===== src/rtl/inst_immediate_pkg.sv =====
// Shared definitions for the RV32I immediate decoder: the instruction format
// codes, the base opcode constants and the per-format immediate extractors.
package inst_immediate_pkg;

  // Instruction format code carried alongside the registered immediate.
  typedef enum logic [2:0] {
    FMT_R = 3'd0,
    FMT_I = 3'd1,
    FMT_S = 3'd2,
    FMT_B = 3'd3,
    FMT_U = 3'd4,
    FMT_J = 3'd5
  } fmt_e;

  // RV32I base opcodes (inst[6:0]).
  localparam logic [6:0] OPC_LUI      = 7'b0110111;
  localparam logic [6:0] OPC_AUIPC    = 7'b0010111;
  localparam logic [6:0] OPC_JAL      = 7'b1101111;
  localparam logic [6:0] OPC_JALR     = 7'b1100111;
  localparam logic [6:0] OPC_BRANCH   = 7'b1100011;
  localparam logic [6:0] OPC_LOAD     = 7'b0000011;
  localparam logic [6:0] OPC_STORE    = 7'b0100011;
  localparam logic [6:0] OPC_OP_IMM   = 7'b0010011;
  localparam logic [6:0] OPC_OP       = 7'b0110011;
  localparam logic [6:0] OPC_MISC_MEM = 7'b0001111;
  localparam logic [6:0] OPC_SYSTEM   = 7'b1110011;

  // I-type: 12-bit signed field in inst[31:20].
  function automatic logic [31:0] imm_i(input logic [31:0] inst);
    return {{21{inst[31]}}, inst[30:20]};
  endfunction

  // S-type: upper field inst[31:25], lower field inst[11:7].
  function automatic logic [31:0] imm_s(input logic [31:0] inst);
    return {{21{inst[31]}}, inst[30:25], inst[11:7]};
  endfunction

  // B-type: byte offset scaled by two, so bit 0 is always zero.
  function automatic logic [31:0] imm_b(input logic [31:0] inst);
    return {{20{inst[31]}}, inst[7], inst[30:25], inst[11:8], 1'b0};
  endfunction

  // U-type: upper 20 bits, low 12 bits cleared.
  function automatic logic [31:0] imm_u(input logic [31:0] inst);
    return {inst[31:12], 12'b0};
  endfunction

  // J-type: 21-bit signed jump offset, bit 0 always zero.
  function automatic logic [31:0] imm_j(input logic [31:0] inst);
    return {{12{inst[31]}}, inst[19:12], inst[20], inst[30:21], 1'b0};
  endfunction

endpackage


===== src/rtl/inst_format_decode.sv =====
// Opcode classifier: maps inst[6:0] onto an instruction format code and flags
// whether the opcode belongs to the RV32I base set. Purely combinational.
module inst_format_decode
  import inst_immediate_pkg::*;
(
  input  logic [6:0] opcode,
  output logic [2:0] fmt,
  output logic       known
);

  // Unknown opcodes fall back to R format so they select a zero immediate.
  always_comb begin
    fmt   = FMT_R;
    known = 1'b1;
    case (opcode)
      OPC_LUI,
      OPC_AUIPC:    fmt = FMT_U;
      OPC_JAL:      fmt = FMT_J;
      OPC_JALR,
      OPC_LOAD,
      OPC_OP_IMM,
      OPC_MISC_MEM,
      OPC_SYSTEM:   fmt = FMT_I;
      OPC_STORE:    fmt = FMT_S;
      OPC_BRANCH:   fmt = FMT_B;
      OPC_OP:       fmt = FMT_R;
      default: begin
        fmt   = FMT_R;
        known = 1'b0;
      end
    endcase
  end

endmodule


===== src/rtl/inst_immediate_decode.sv =====
// RV32I decode-stage immediate extractor. All five immediates are produced
// combinationally; the immediate matching the opcode's format is registered
// one cycle later together with the format code for the execute stage.
// Optional feature macro: INST_IMM_ILLEGAL_EN adds a registered illegal_q
// flag for opcodes outside RV32I or words without inst[1:0] == 2'b11.
module inst_immediate_decode
  import inst_immediate_pkg::*;
#(
  parameter int XLEN = 32
) (
  input  logic            clk,
  input  logic            rst,
  input  logic [XLEN-1:0] inst,
  input  logic            in_valid,
  output logic [XLEN-1:0] I_immediate,
  output logic [XLEN-1:0] S_immediate,
  output logic [XLEN-1:0] B_immediate,
  output logic [XLEN-1:0] U_immediate,
  output logic [XLEN-1:0] J_immediate,
  output logic [XLEN-1:0] imm_q,
  output logic [2:0]      fmt_q,
  output logic            out_valid
`ifdef INST_IMM_ILLEGAL_EN
  ,
  output logic            illegal_q
`endif
);

  logic        [2:0]      fmt_p0;
  logic                   known_p0;
  logic signed [XLEN-1:0] sel_imm_p0;

  // ---- stage p0: combinational extraction and format decode ----
  assign I_immediate = imm_i(inst);
  assign S_immediate = imm_s(inst);
  assign B_immediate = imm_b(inst);
  assign U_immediate = imm_u(inst);
  assign J_immediate = imm_j(inst);

  inst_format_decode u_fmt (
    .opcode (inst[6:0]),
    .fmt    (fmt_p0),
    .known  (known_p0)
  );

  // Pick the immediate for the decoded format; R and unknown opcodes give 0.
  always_comb begin
    sel_imm_p0 = '0;
    if (known_p0) begin
      case (fmt_p0)
        FMT_I:   sel_imm_p0 = I_immediate;
        FMT_S:   sel_imm_p0 = S_immediate;
        FMT_B:   sel_imm_p0 = B_immediate;
        FMT_U:   sel_imm_p0 = U_immediate;
        FMT_J:   sel_imm_p0 = J_immediate;
        default: sel_imm_p0 = '0;
      endcase
    end
  end

`ifdef INST_IMM_ILLEGAL_EN
  logic illegal_p0;
  assign illegal_p0 = !known_p0 || (inst[1:0] != 2'b11);
`endif

  // ---- stage p1: execute-stage register, reset drops any in-flight value ----
  always_ff @(posedge clk) begin
    if (rst) begin
      out_valid <= 1'b0;
      imm_q     <= '0;
      fmt_q     <= FMT_R;
`ifdef INST_IMM_ILLEGAL_EN
      illegal_q <= 1'b0;
`endif
    end else begin
      out_valid <= in_valid;
      if (in_valid) begin
        imm_q     <= sel_imm_p0;
        fmt_q     <= fmt_p0;
`ifdef INST_IMM_ILLEGAL_EN
        illegal_q <= illegal_p0;
`endif
      end
    end
  end

endmodule


===== config.mk =====
export PLATFORM = sky130hd
export DESIGN_NAME = inst_immediate_decode
export DESIGN_NICKNAME = d
export VERILOG_FILES = /design/src/rtl/inst_immediate_pkg.sv /design/src/rtl/inst_format_decode.sv /design/src/rtl/inst_immediate_decode.sv
export SDC_FILE = /design/constraint.sdc
export NUM_CORES = 1
export LEC_CHECK = 0
export CORE_MARGIN = 2
export CORE_UTILIZATION = 31
export CTS_CLUSTER_DIAMETER = 80
export DETAILED_ROUTE_END_ITERATION = 10
export PLACE_DENSITY = 0.79
export SLEW_MARGIN = 20
export SYNTH_ARGS = -nofsm -noshare
export SYNTH_HDL_FRONTEND = slang
export SYNTH_SLANG_ARGS = --single-unit

===== constraint.sdc =====
create_clock -name clk -period 1.45 [get_ports clk]
set_input_delay 0.29 -clock clk [delete_from_list [all_inputs] [get_ports clk]]
set_output_delay 0.29 -clock clk [all_outputs]
set_load 0.02 [all_outputs]

Word-level counts from Yosys, hierarchy flattened

Cells that the tools add are included.

Flip-flop bits (word level): 36
Latch bits: 0
RAM bits: 0
Bits in read-only memories: 0
Input bits: 35
Output and inout port bits: 196
Word-level logic and storage cells: 26
Memories: 0

Add/sub/neg operators: 0
Multipliers: 0
Div/mod/pow operators: 0
Order comparisons: 0
Equality and inequality tests: 16
Shift operators: 0
Multiplexer cells: 4
Bitwise operators: 0
Reduce and logical (&&, ||, !) cells: 3

Operators with widths:

| cell                 | number |
|---|---|
| $pmux W32 S5         | 1 |
| $mux W32             | 1 |
| $eq A7 B7 Y1 const B | 4 |
| $eq A7 B6 Y1 const B | 3 |
| $pmux W3 S5          | 1 |
| $eq A7 B5 Y1 const B | 2 |
| $reduce_or A11 Y1    | 1 |
| $eq A7 B2 Y1 const B | 1 |
| $eq A7 B4 Y1 const B | 1 |
| $eq A3 B2 Y1 const B | 2 |
| $eq A3 B3 Y1 const B | 2 |
| $reduce_or A5 Y1     | 1 |
| $eq A3 B1 Y1 const B | 1 |
| $reduce_or A2 Y1     | 1 |
| $mux W1              | 1 |

Logic depth before layout (Yosys ltp)

Gate-level depths: netlist (run 1).

Depth in word-level cells: 6
Mapped depth: 7
Depth with buffers taken out: 5

Modules after synthesis

From an unflattened synthesis (run 1), not the netlist that was laid out.

Cells, all modules: 370
Area, all modules: 2925.3 µm²

Modules (own cells, without submodules):

| module                | instances | cells an instance | area each (µm²) | sequential area each (µm²) |
|---|---|---|---|---|
| inst_immediate_decode | 1         | 352               | 2787.7          | 720.7 |
| inst_format_decode    | 1         | 18                | 137.6           | 0.0 |

Worst setup path before layout (run 1)

Ideal clock, no wire load.

Path type: input port to flip-flop
From: input inst[6]
To: register imm_q[1]
Library setup time: 67 ps
Arrival time: 1422 ps
Data required time: 1383 ps
Path slack: -40 ps
Stages: 7
Path buffers: 2
Path through: buf_2 and2_2 o2111ai_1 a211oi_2 nand2_2 buf_6 o21ai_2

Longest elaborated chain between the ends: 6
Elaborated cells between the ends (all ways): 23
Classes of those cells: 16 x eq/ne; 4 x mux; 3 x reduce/logical

RTL lines:

| element                                              | line                        | text |
|---|---|---|
| from (decl)                                          | inst_immediate_decode.sv:13 | `input logic [XLEN-1:0] inst,` |
| $eq A7 B7 Y1, or another cell as far along           | inst_format_decode.sv:15    | `case (opcode)` |
| $reduce_or A5 Y1 or $reduce_or A2 Y1 (tied branches) | n/a                         |  |
| $pmux W3 S5                                          | inst_format_decode.sv:15    |  |
| $eq A3 B3 Y1, or another cell as far along           | inst_immediate_decode.sv:50 | `case (fmt_p0)` |
| $pmux W32 S5                                         | inst_immediate_decode.sv:50 |  |
| $mux W32 *                                           | inst_immediate_decode.sv:49 | `if (known_p0) begin` |
| to (signal assigned)                                 | inst_immediate_decode.sv:78 | `imm_q <= sel_imm_p0;` |
| to (decl)                                            | inst_immediate_decode.sv:20 | `output logic [XLEN-1:0] imm_q,` |

Every way passes the cells marked *; elsewhere a longest branch is shown, timed or not.
A chain may end at the register's enable or synchronous reset.

Worst setup path after layout (run 1)

From: input inst[2]
To: register imm_q[24]

The elaborated chain is that of the path after synthesis.

==> results of run 1 <==
-- worst max-delay path: cells and delay by family --
kind | cells | cell delay, ps
buffers and inverters | 3 | 460
AOI/OAI and AO/OA | 3 | 580
and+or+nand+nor | 2 | 330
-- routing by layer --
layer  share of wire  routed length, µm  vias to the layer above  GRT usage
met3           0.055                482                        7    0.03051
met2            0.51               4502                       96     0.2741
li1                -                  -                     1291          -
met1            0.42               3710                     1172     0.1900
met5          0.0015                 13                        -          0
met4          0.0063                 55                        2    0.02911
-- flip-flops by register name, summed over array words and instances, names as in the netlist --
name,count
imm_q,32
fmt_q,3
out_valid,1
-- how the worst max path moves through the flow --
| stage | to | depth (start not counted) | slack, ps |
|---|---|---|---|
| after global placement | imm_q[3] | 8 | -660 |
| after global routing | imm_q[27] | 8 | -20 |
| final | imm_q[24] | 8 | 10 |
| after detailed placement | imm_q[18] | 7 | -700 |
| after CTS | J_immediate[3] | 2 | 2 |
| after floorplan | imm_q[1] | 7 | 2 |
-- logic make-up (layout without fill, tap and decap cells) --
logic type                after synthesis  in the layout  share of synthesized area
other                                   1             14                   0.001284
muxes                                   2              2                   0.006855
AOI/OAI and AO/OA                      77             77                     0.1851
buffers and inverters                 176            300                     0.4434
and+or+nand+nor                        66             66                     0.1135
DFF                                    36             36                     0.2468
xor gates and xnor gates                1              1                   0.003000
-- placed cells by master, fill, tap and decap left out, drive strengths merged, types with 3 or more instances in the layout --
master,count
clkbuf,21
a21oi,21
nor2b,8
conb,14
clkdlybuf4s50,17
dfxtp,36
nand2,32
dlygate4sd2,143
a22oi,12
nor2,11
buf,81
o21ai,31
clkdlybuf4s15,31
a211oi,3
-- cell type report --
type,instances,area share
inverter,2,0.001598
multi-input combinational,160,0.2334
clock buffer,5,0.01465
tap,111,0.02957
sequential,36,0.1534
clock inverter,3,0.009057
timing repair buffer,290,0.5583
-- timing repair --
item | 4_1_cts | 5_1_grt
gates resized for setup | 273 | 73
cloned | 3 | 1
endpoints found under the hold margin | 0 | 0
endpoints found under the setup margin | 217 | 63
pin swaps | 8 | 26
buffers inserted | 4 | 4
-- report_power, final --
group / total, mW / leakage, nW / internal [mW] / switching [mW]
registers: 0.992 / 0.290 / 0.991 / 0.00104
logic: 1.04 / 1.94 / 0.440 / 0.600
clock network: 0.898 / 0.0541 / 0.509 / 0.389
total: 2.93 / 2.29 / 1.94 / 0.990
==> summary.txt, run 1 <==
Global route
  • Antenna violations before repair: 1
  • First-pass GRT wire length: between 10000 and 15000 µm
  • GR Util All Layers: 0.1530
  • Largest net degree at the start of global routing: between 40 and 50
  • Gr ovfl total: 0
  • Vias in the first global route: about 2300

STA
  • Slew Viols, Final: 0
  • Total Neg Setup Slack: 0 ps
  • Peak Freq: a little under 700 MHz
  • Tmin final: around 1400 ps
  • Final worst-path cycle share: 0.9905
  • Final setup margin: roughly 14 ps
  • Worst clock skew: 0 ps
  • RSZ-0062 raised after global routing: yes
  • Final setup fails: 0
  • Fin Hold WS: about 450 ps
  • Final hold violations: 0

Logic synthesis
  • Main synth FF type: dfxtp_1
  • Seq/Total Area, Yosys: 0.2468
  • Yosys top cell area share: 0.4165
  • Synthesized area per cell: 8.135 µm²
  • Mapped cell area: between 2000 and 3000 µm²
  • Cells after Synth: between 300 and 400
  • Most frequent cells after synthesis: buf_4, dfxtp_1, nand2_1
  • Synth unique cells: 41
  • FFs w/ async S/R, synth: 0
  • Synth area leaders: buf_4, dfxtp_1, o21ai_2
  • FF+latch count, synth: 36
  • Synth Warn #: 0
  • Post-synth EDFFs: 0
  • Count leader, synth: buf_4
  • Post-synth top area cell: buf_4

Critical path
  • CP startpoint kind: primary input
  • FF-to-FF End: imm_q[5]
  • Crit Path Max Fanout: 7
  • R2R Path Start: imm_q[5]
  • Crit path capture type: register
  • CP Data Arrival Time: roughly 1700 ps
  • Slowest stage delay, CP: about 420 ps
  • Critical path class: in2reg
  • CP Launch Point: inst[2]
  • Worst R2R Path Depth: 3
  • Cells along the critical path: buf_8 > buf_6 > nor2_4 > nand4b_1 > a311oi_2 > buf_4 > a21oi_1 > o21ai_1
  • Worst EP required: 1670 ps
  • R2R setup slack: between 700 and 800 ps
  • Worst path slowest cell: a311oi_2

Finish
  • Design area: between 4000 and 5000 µm²
  • Nets: 530
  • Multi-input gate area: 1096 µm²
  • Register area: between 700 and 800 µm²
  • Non-Filler Instances: 607
  • Antenna fix cells: 0
  • Synth-to-Final Area Change: 60.84%
  • Fillers: about 910
  • Final Util: 0.5107
  • Share of cells above drive strength 1: 0.3488

Pwr
  • Worst IR Drop VDD: around 0.00054 V
  • Tot Pwr: just under 3 mW
  • Power per cell area: between 600 and 700 nW/µm²
  • Leak: between 2 and 2.5 nW

Clock network
  • Clk Latency, worst-skew pair: 290 ps
  • Clk slew on worst S/H paths: ~70 ps
  • Clock sinks: 36
  • Bufs on Longest Clock Path: 2
  • H-tree depth: 2
  • Root buffer cell: clkbuf_8
  • Cts bufs inserted: 5
  • CTS tree: built
  • Hold_buf cts: 0

Route
  • Post-DRT Antenna Nets: 0
  • Via count: 2568
  • Routed wire length per instance: about 14 µm
  • Via/cell ratio: 4.231
  • Routed WL: 8765 µm
  • Number of DRC markers in iteration 0: 69
  • DRT Pass-1 Iters: 4
  • DR DRC count: 0

Place
  • Placement Cell Area: roughly 4500 µm²
  • Final Wtd Congestion: ~0.76
  • Number of buffers added on ports: roughly 220
  • Dpl cells: between 500 and 600
  • Post-Place Worst Slack: -700.6 ps
  • HPWL after DPL: around 6500 µm

Run
  • Max-cap check violation count: 0

Die
  • Top-level I/O count: 231
  • Die Width: a little over 100 µm
  • Die ar.: between 10000 and 15000 µm²
  • Row cnt: 35
  • Height of the die: 101.1 µm
  • Core ar.: 9196 µm²
  • Initial Util: 0.3176

Hold path
  • Hold Crit Start: imm_q[24]
  • Hold-critical path depth: 2
  • HP Class: reg2reg
  • Worst hold path endpoint: imm_q[24]

Run status
  • Status: complete, no violations
(Power assumes the default switching activity.)
==> inputs of run 2 (changes only) <==
--- a/config.mk
+++ b/config.mk
@@ -9,6 +9,7 @@
 export CORE_UTILIZATION = 31
 export CTS_CLUSTER_DIAMETER = 80
 export DETAILED_ROUTE_END_ITERATION = 10
+export MAX_ROUTING_LAYER = met4
 export PLACE_DENSITY = 0.79
 export SLEW_MARGIN = 20
 export SYNTH_ARGS = -nofsm -noshare
==> run 2 against run 1 <==
  * Non-clock buffer count decreased by 7
  * Clock power decreased by 21%
  * Core utilization decreased by 1.9 points
  * Via count decreased by 1.1%
  * Flip-flop and latch count unchanged
  * Routed wire length decreased by 3.4%
  * Worst hold slack improved by 3.1 ps
  * Worst setup slack improved by 17 ps
  * Largest cell class unchanged
  * Final cell count decreased by 1.2%
  * Critical endpoint is now J_immediate[17]
  * Sequential power about the same
==> summary.txt, run 2 (same netlist as run 1, synthesis figures left out) <==
Run status
  • Status: complete, no violations

Die
  • Die Width: 101.1 µm (unchanged)
  • Top-level I/O count: 231 (unchanged)
  • Initial Util: 0.3176 (unchanged)
  • Core ar.: 9196 µm² (unchanged)
  • Height of the die: 101.1 µm (unchanged)
  • Die ar.: 10210 µm² (unchanged)
  • Row cnt: 35 (unchanged)

Pwr
  • Worst IR Drop VDD: 0.0003373 V (-38%)
  • Tot Pwr: 2.728 mW (-6.9%)
  • Flop pwr share: 0.363 (+0.025)
  • Leak: 2.205 nW (-3.6%)
  • Power per cell area: 602.8 nW/µm² (-3.4%)
  • Combinational Power Share: 0.375 (+0.020)
  • Int Pwr: 1.757 mW (-9.4%)
  • Sw frac: 0.3558 (+0.01795)
  • Clock power frac: 0.261 (-0.045)
  • P_sw: 0.9706 mW (-2.0%)

Route
  • Number of DRC markers in iteration 0: 60 (-13%)
  • Via count: 2539 (-1.1%)
  • Post-DRT Antenna Nets: 0 (unchanged)
  • DR DRC count: 0 (unchanged)
  • Routed wire length per instance: 14.12 µm (-2.2%)
  • Via/cell ratio: 4.232 (about the same)
  • DRT Pass-1 Iters: 4 (unchanged)
  • Routed WL: 8469 µm (-3.4%)

Critical path
  • Worst EP required: 1160 ps (-510 ps)
  • CP startpoint kind: primary input
  • Slowest stage delay, CP: 550 ps (+130 ps)
  • Critical path class: in2out
  • CP Data Arrival Time: 1130 ps (-530 ps)
  • Cells along the critical path: clkdlybuf4s50_1 > clkdlybuf4s15_2
  • Worst path slowest cell: clkdlybuf4s50_1
  • Top delay family on crit path: buffers and inverters
  • Crit Path Max Fanout: 3 (-4)
  • Bufs and invs on worst path: 2 (-1)
  • Crit path capture type: output pin

Global route
  • First-pass GRT wire length: 12320 µm (-0.56%)
  • Met2 GRT Util: 0.2771 (+0.003057)
  • GR Util met3: 0.02566 (-0.004854)
  • Antenna violations before repair: 0 (-1)
  • Busiest grt layer: met2
  • Vias in the first global route: 2307 (+1.9%)
  • M1 GR Usage: 0.1851 (-0.004956)
  • GR Util All Layers: 0.1554 (+0.002370)
  • Largest net degree at the start of global routing: 42 (unchanged)
  • Gr ovfl total: 0 (unchanged)

Finish
  • Biggest register: imm_q
  • Synth-to-Final Area Change: 54.97%
  • Share of cells above drive strength 1: 0.3211 (-0.02773)
  • Design area: 4526 µm² (-3.6%)
  • Non-Filler Instances: 600 (-1.2%)
  • Nets: 523 (-1.3%)
  • Max FFs per register: 32 (unchanged)
  • Commonest non-fill, non-tap cells in the layout: dlygate4sd2_1, buf_4, dfxtp_1
  • Largest registers: imm_q: 32 flops, fmt_q: 3 flops, out_valid: 1 flops
  • Most common cell after layout, fill and taps aside: dlygate4sd2_1
  • Antenna fix cells: 0 (unchanged)

Clock network
  • Cts bufs inserted: 5 (unchanged)
  • Root buffer cell: clkbuf_8
  • Clock sinks: 36 (unchanged)
  • Clk Latency, worst-skew pair: 280 ps (about the same)
  • Clk slew on worst S/H paths: 80 ps (about the same)
  • Bufs on Longest Clock Path: 2 (unchanged)
  • H-tree depth: 2 (unchanged)
  • CTS tree: built

STA
  • Worst clock skew: 0 ps (unchanged)
  • Slew Viols, Final: 0 (unchanged)
  • Fin Hold WS: 451.5 ps (+3.084 ps)
  • Peak Freq: 704.7 MHz (+1.2%)
  • RSZ-0062 raised after global routing: yes
  • Final worst-path cycle share: 0.9786 (-0.01182)
  • Final setup fails: 0 (unchanged)
  • Tmin final: 1419 ps (-17.14 ps)
  • Final hold violations: 0 (unchanged)
  • Total Neg Setup Slack: 0 ps (unchanged)

Place
  • Final Wtd Congestion: 0.7647 (+0.10%)
  • Dpl cells: 587 (unchanged)
  • HPWL after DPL: 6506 µm (+0.48%)
  • Number of buffers added on ports: 216 (unchanged)
  • Placement Cell Area: 4534 µm² (unchanged)

Run
  • Max-cap check violation count: 0 (unchanged)

Hold path
  • HP Class: reg2reg
## run 2: metal layers
layer  up-vias  wire length (µm)
met3         6               506
met5         -                 0
met4         0                70
li1       1279                 -
met1      1151              3529
met2       103              4362
## run 2: path summary, 6_finish.rpt
kind              slack [ps]  cells after the start               to       from
hold / removal           450                      2        imm_q[24]  imm_q[24]
setup / recovery          30                      2  J_immediate[17]   inst[17]
setup reg to reg         740                      3        imm_q[10]  imm_q[10]
hold reg to reg          450                      2        imm_q[24]  imm_q[24]
## run 2: what timing repair did
action,in CTS,in global routing
buffers inserted,3,1
gates cloned,3,0
gates resized for setup,291,47
setup endpoints to repair,217,43
pin swaps,8,14
hold buffers,0,0
## run 2: area by class of cell
cell class | count | area, µm²
clock buffers | 5 | 68.82
clock inverters | 3 | 18.77
fillers | 953 | 4671
inverters | 2 | 7.507
multi-input cells | 160 | 1059
flip-flops and latches | 36 | 720.7
well taps | 111 | 138.9
repair buffers | 283 | 2512
## run 2: metrics by stage
stage	setup slack [ps]	utilization
6_report	30.97	0.4921
5_1_grt	-28.00	0.4921
4_1_cts	-0.5306	0.5011
3_5_place_dp	-702.5	0.4931
3_3_place_gp	-669.2	0.4931
2_1_floorplan	2.070	-
## run 2: worst min-delay path, stage by stage (launching register included)
cell and delay, ps:
dfxtp_1 310, nand2_1 50, o21ai_1 50
## run 2: power by group through the flow
stage	Clock, mW	Combinational (mW)	Sequential, mW
after floorplan	0	0.775	1.02
after global placement	0	1.15	1.01
after detailed placement	0	1.17	1.01
after CTS	0.742	1.03	0.991
after global routing	0.785	1.09	0.992
final	0.713	1.02	0.991
==> inputs of run 3 (changes only) <==
--- a/config.mk
+++ b/config.mk
@@ -6,11 +6,11 @@
 export NUM_CORES = 1
 export LEC_CHECK = 0
 export CORE_MARGIN = 2
-export CORE_UTILIZATION = 31
+export CORE_UTILIZATION = 36
 export CTS_CLUSTER_DIAMETER = 80
 export DETAILED_ROUTE_END_ITERATION = 10
 export MAX_ROUTING_LAYER = met4
-export PLACE_DENSITY = 0.79
+export PLACE_DENSITY = 0.87
 export SLEW_MARGIN = 20
 export SYNTH_ARGS = -nofsm -noshare
 export SYNTH_HDL_FRONTEND = slang
==> constraint.sdc (replaced) <==
create_clock -name clk -period 1.8 [get_ports clk]
set_input_delay 0.36 -clock clk [delete_from_list [all_inputs] [get_ports clk]]
set_output_delay 0.36 -clock clk [all_outputs]
set_load 0.02 [all_outputs]
==> run 3 against run 2 <==
  * Sequential power shrank 19%
  * Worst setup slack lost 3.8 ps
  * Design area grew 3.2%
  * Critical endpoint is now imm_q[15]
  * Largest cell class unchanged
==> summary.txt, run 3 (same netlist as run 1, synthesis figures left out) <==
Run status
  • Status: complete, no violations

Critical path
  • Worst path slowest cell: dlygate4sd2_1
  • CP startpoint kind: primary input
  • Slowest stage delay, CP: 310 ps (-240 ps)
  • Worst EP required: 2020 ps (+860 ps)
  • Cells along the critical path: dlygate4sd2_1 > and2b_4 > buf_4 > a21o_1 > o311ai_2 > nand2_2 > clkbuf_16 > o21ai_1
  • Critical path class: in2reg
  • CP Data Arrival Time: 1990 ps (+860 ps)
  • Crit path capture type: register
  • Crit Path Max Fanout: 7 (+4)

Finish
  • Biggest register: imm_q
  • Nets: 520 (-0.57%)
  • Antenna fix cells: 0 (unchanged)
  • Fillers: 722 (-24%)
  • Share of cells above drive strength 1: 0.2222 (-0.09884)
  • Largest registers: imm_q: 32 flops, fmt_q: 3 flops, out_valid: 1 flops
  • Max FFs per register: 32 (unchanged)
  • Commonest non-fill, non-tap cells in the layout: clkdlybuf4s50_1, dlygate4sd2_1, buf_4
  • Synth-to-Final Area Change: 59.90%
  • Most common cell after layout, fill and taps aside: clkdlybuf4s50_1
  • Design area: 4669 µm² (+3.2%)

Route
  • Via/cell ratio: 4.463 (+5.5%)
  • Routed wire length per instance: 14.70 µm (+4.1%)
  • DRT Pass-1 Iters: 5 (+1)
  • Number of DRC markers in iteration 0: 81 (+35%)
  • Via count: 2624 (+3.3%)
  • Routed WL: 8642 µm (+2.0%)
  • Post-DRT Antenna Nets: 0 (unchanged)
  • DR DRC count: 0 (unchanged)

Global route
  • Antenna violations before repair: 0 (unchanged)
  • GR Util All Layers: 0.1830 (+0.02762)
  • First-pass GRT wire length: 12610 µm (+2.4%)
  • Largest net degree at the start of global routing: 43 (+2.4%)
  • Vias in the first global route: 2392 (+3.7%)
  • Gr ovfl total: 0 (unchanged)

Clock network
  • Hold_buf cts: 0 (unchanged)
  • H-tree depth: 2 (unchanged)
  • Cts bufs inserted: 5 (unchanged)
  • CTS tree: built
  • Root buffer cell: clkbuf_8
  • Clk slew on worst S/H paths: 70 ps (about the same)
  • Clock sinks: 36 (unchanged)
  • Bufs on Longest Clock Path: 2 (unchanged)
  • Clk Latency, worst-skew pair: 280 ps (about the same)

Die
  • Core ar.: 7807 µm² (-15%)
  • Die Width: 94.07 µm (-6.9%)
  • Top-level I/O count: 231 (unchanged)
  • Initial Util: 0.3740 (+0.05649)
  • Row cnt: 32 (-8.6%)
  • Height of the die: 94.07 µm (-6.9%)
  • Die ar.: 8848 µm² (-13%)

Pwr
  • Leak: 1.974 nW (-10%)
  • Power per cell area: 510.1 nW/µm² (-15%)
  • Tot Pwr: 2.382 mW (-13%)
  • Worst IR Drop VDD: 0.0004630 V (+37%)

Run
  • Max-cap check violation count: 0 (unchanged)

STA
  • Worst clock skew: 0 ps (unchanged)
  • Total Neg Setup Slack: 0 ps (unchanged)
  • Peak Freq: ~560 MHz
  • Final worst-path cycle share: 0.9849
  • Tmin final: about 1800 ps
  • Slew Viols, Final: 0 (unchanged)
  • Final setup fails: 0 (unchanged)
  • Final hold violations: 0 (unchanged)
  • RSZ-0062 raised after global routing: no

Place
  • Placement Cell Area: 4481 µm² (-1.2%)
  • Final Wtd Congestion: 0.8363 (+9.4%)
  • Number of buffers added on ports: 216 (unchanged)
  • HPWL after DPL: 6577 µm (+1.1%)

Hold path
  • HP Class: reg2reg
[run 3: changes by cell type in the layout (fill, tap and decap cells not counted), sizes merged]
cell,previous run,this run
clkbuf,21,9
dlygate4sd2,140,74
buf,78,63
clkdlybuf4s15,30,0
dlymetal6s2s,0,3
clkinv,3,1
bufinv,0,1
clkdlybuf4s50,19,137
[run 3: through the flow]
step	worst slack (ps)	hold WS [ps]	cells	util
after floorplan	240.4	499.2	372	-
after global placement	-527.9	437.0	575	0.5739
after detailed placement	-584.8	444.7	575	0.5739
after CTS	-4.519	455.0	585	0.5821
after global routing	1.191	469.4	588	0.5981
final	27.14	451.7	588	0.5981
[run 3: worst paths after layout]
check | startpoint | cells after the start | to | slack [ps]
setup / recovery | inst[2] | 8 | imm_q[15] | 30
hold / removal | imm_q[23] | 2 | imm_q[23] | 450
setup reg to reg | imm_q[5] | 3 | imm_q[5] | 1040
hold reg to reg | imm_q[23] | 2 | imm_q[23] | 450
[run 3: layer usage]
metal | track usage | routed length (µm) | share of wire
met5 | - | 0 | 0
met1 | 0.2096 | 3418 | 0.40
met3 | 0.04254 | 642 | 0.074
met4 | 0.03502 | 39 | 0.0045
met2 | 0.3280 | 4541 | 0.53
[run 3: final cells by class]
cell class | instances | area (µm²) | share of cell area
Multi-Input combinational cell | 160 | 1042 | 0.2232
Clock inverter | 2 | 35.03 | 0.007503
Inverter | 2 | 7.507 | 0.001608
Tap cell | 102 | 127.6 | 0.02733
Clock buffer | 6 | 72.57 | 0.01554
Sequential cell | 36 | 720.7 | 0.1543
Timing Repair Buffer | 280 | 2664 | 0.5705
[run 3: critical path: cells and delay by family]
kind	cells	cell delay, ps
AOI/OAI and AO/OA	3	540
buffers and inverters	3	680
and+or+nand+nor	2	410
[run 3: power breakdown]
group	leakage, nW	total [mW]	internal (mW)	switching (mW)
sequential	0.290	0.799	0.798	0.000931
clock	0.0552	0.695	0.411	0.284
combinational	1.63	0.888	0.406	0.481
total	1.97	2.38	1.62	0.766
[run 3: timing repair]
action | in CTS | in global routing
cloned | 0 | 3
setup endpoints to repair | 104 | 32
pin swaps | 1 | 5
gates resized for setup | 80 | 17
buffers inserted | 2 | 0
==> RTL change: new RTL, flow settings as in run 2 <==
Put a register stage on the output `U_immediate`. The value now appears one clock later. The other outputs are not delayed to match.
--- a/src/rtl/inst_immediate_decode.sv
+++ b/src/rtl/inst_immediate_decode.sv
@@ -28,2 +28,4 @@
 
+  logic [XLEN-1:0] U_immediate_d;
+
   logic        [2:0]      fmt_p0;
@@ -36,3 +38,3 @@
   assign B_immediate = imm_b(inst);
-  assign U_immediate = imm_u(inst);
+  assign U_immediate_d = imm_u(inst);
   assign J_immediate = imm_j(inst);
@@ -53,3 +55,3 @@
         FMT_B:   sel_imm_p0 = B_immediate;
-        FMT_U:   sel_imm_p0 = U_immediate;
+        FMT_U:   sel_imm_p0 = U_immediate_d;
         FMT_J:   sel_imm_p0 = J_immediate;
@@ -86,2 +88,6 @@
 
+  always_ff @(posedge clk) begin
+    U_immediate <= U_immediate_d;
+  end
+
 endmodule
Check against the original RTL: not equivalent (a bounded check fails within 4 cycles, from zero or initial values and one cycle with rst high).
==> RTL change against run 2 <==
Synthesized area rose by 14%. Synthesized cell count rose by 1.1%. Setup slack got worse by 110 ps. Maximum frequency fell by 7.3%. Cell area rose by 21%. Wire length rose by 24%. Critical path type is now in -> reg. Sequential cell count rose by 20. The run now ends with negative setup slack left. Register-to-register slack got worse by 330 ps. Sequential share of layout area rose by 4.6 points. Highest routed layer unchanged. Non-clock buffer count rose by 10. Largest cell class unchanged. Total power rose by 39%. Clock skew did not move.
==> RTL change: results (changes against run 2) <==
metric	value	unit	change
Non-clk invs	4		was 2
Final clock-cell share	1.78	%	was 1.94%
outcome	finished, violations left		was completed
placed inst area	5080	sq um	was 4530 sq um
final layout net count	554		was 523
VDD IR max	420	uV	was 337 uV
initial DRC count	101		was 60
CP delay by family, top	simple AND/OR/NAND/NOR gates		was buffers and inverters
Hold/Removal Path Class	in -> reg		was reg -> reg
DR WL met3	768	microns	was 506 microns
number of global-route vias before repair	2902		was 2307
non-filler cells, final	656		was 600
xor/xnor share of the synthesized area	0.527	%	was 0.300%
DR pass1 iterations	4		unchanged
top post-synthesis cells by count	141 x buf_4, 56 x dfxtp_1, 20 x a221oi_1		was 162 x buf_4, 36 x dfxtp_1, 31 x nand2_1
vias per inst	4.54		was 4.23
Post-Place Setup Slack	-893	ps	was -702 ps
Setup violations, final	15		was 0
post-synthesis compound-gate area fraction	17.7	%	was 18.5%
wire per inst	16.0	microns	was 14.1 microns
failing checks	negative setup slack		
Syn Inst Count	363		was 359
largest net degree at the start of global routing	51		was 42
flops & latches, synth	56		was 36
Post-Route M1 WL	4360	microns	was 3530 microns
Signal buffers	293		was 283
Worst-path clk slew	110	ps	was 80 ps
P_leak	0.00249	uW	was 0.00220 uW
Total GRT Usage	17.2	%	was 15.5%
Clock Skews	0	ps	unchanged
Yosys cell types	45		was 41
sequential cell area share	20.5	%	was 15.9%
Final WS setup	-80.3	ps	was 31.0 ps
hpwl dp	7470	microns	was 6510 microns
share of cells above drive strength 1	35.0	%	was 32.1%
biggest regs	imm_q: 32 flops, U_immediate: 20 flops, fmt_q: 3 flops		was imm_q: 32 flops, fmt_q: 3 flops, out_valid: 1 flops
met1 usage	20.8	%	was 18.5%
Sum Neg Setup Slack	-594	ps	was 0 ps
worst-path cell with the longest stage delay	or3_4		was clkdlybuf4s50_1
#MultiIn Comb	159		was 160
met2 routed WL	5200	microns	was 4360 microns
placed cells	633		was 587
multi-input combinational area share	26.6	%	was 23.4%
GP Congestion	0.799		was 0.765
post-CTS sizing	296		was 291
post-synthesis sequential area ratio	33.7	%	was 24.7%
Post-CTS Setup Bufs	14		was 3
NonClk Buf Share	47.7	%	was 55.5%
Async SR Flop Fraction	0	%	unchanged
Worst path max stage delay	430	ps	was 550 ps
Worst Path Max Fanout	8		was 3
Register Area	1120	sq um	was 721 sq um
first-pass GRT wire length	15300	microns	was 12300 microns
## RTL change: changes by cell type after synthesis, moves of 6 or more
cell and change:
o31ai_1 +6, a31oi_1 +13, a221oi_1 +20, a211oi_2 +8, a22oi_1 -11, dfxtp_1 +20, o21ai_2 -16, a21oi_1 -14
buf_4 -21, nor3_1 +11, nand2_1 -17, o21ai_1 -13
## RTL change: power breakdown
group / internal [uW] / total, uW / switching (uW) / leakage [uW]
Sequential: 1570 / 1580 / 7.44 / 0.000459
Combinational: 531 / 1240 / 710 / 0.00198
Clock: 367 / 960 / 593 / 0.0000511
Total: 2470 / 3780 / 1310 / 0.00249
## RTL change: final timing paths
kind,start,to,slack (ps),cells after the start
worst max-delay path,inst[6],imm_q[30],-80,7
worst min-delay path,inst[27],U_immediate[27],200,1
worst max register to register,imm_q[22],imm_q[22],410,3
worst min register to register,imm_q[31],imm_q[31],470,2
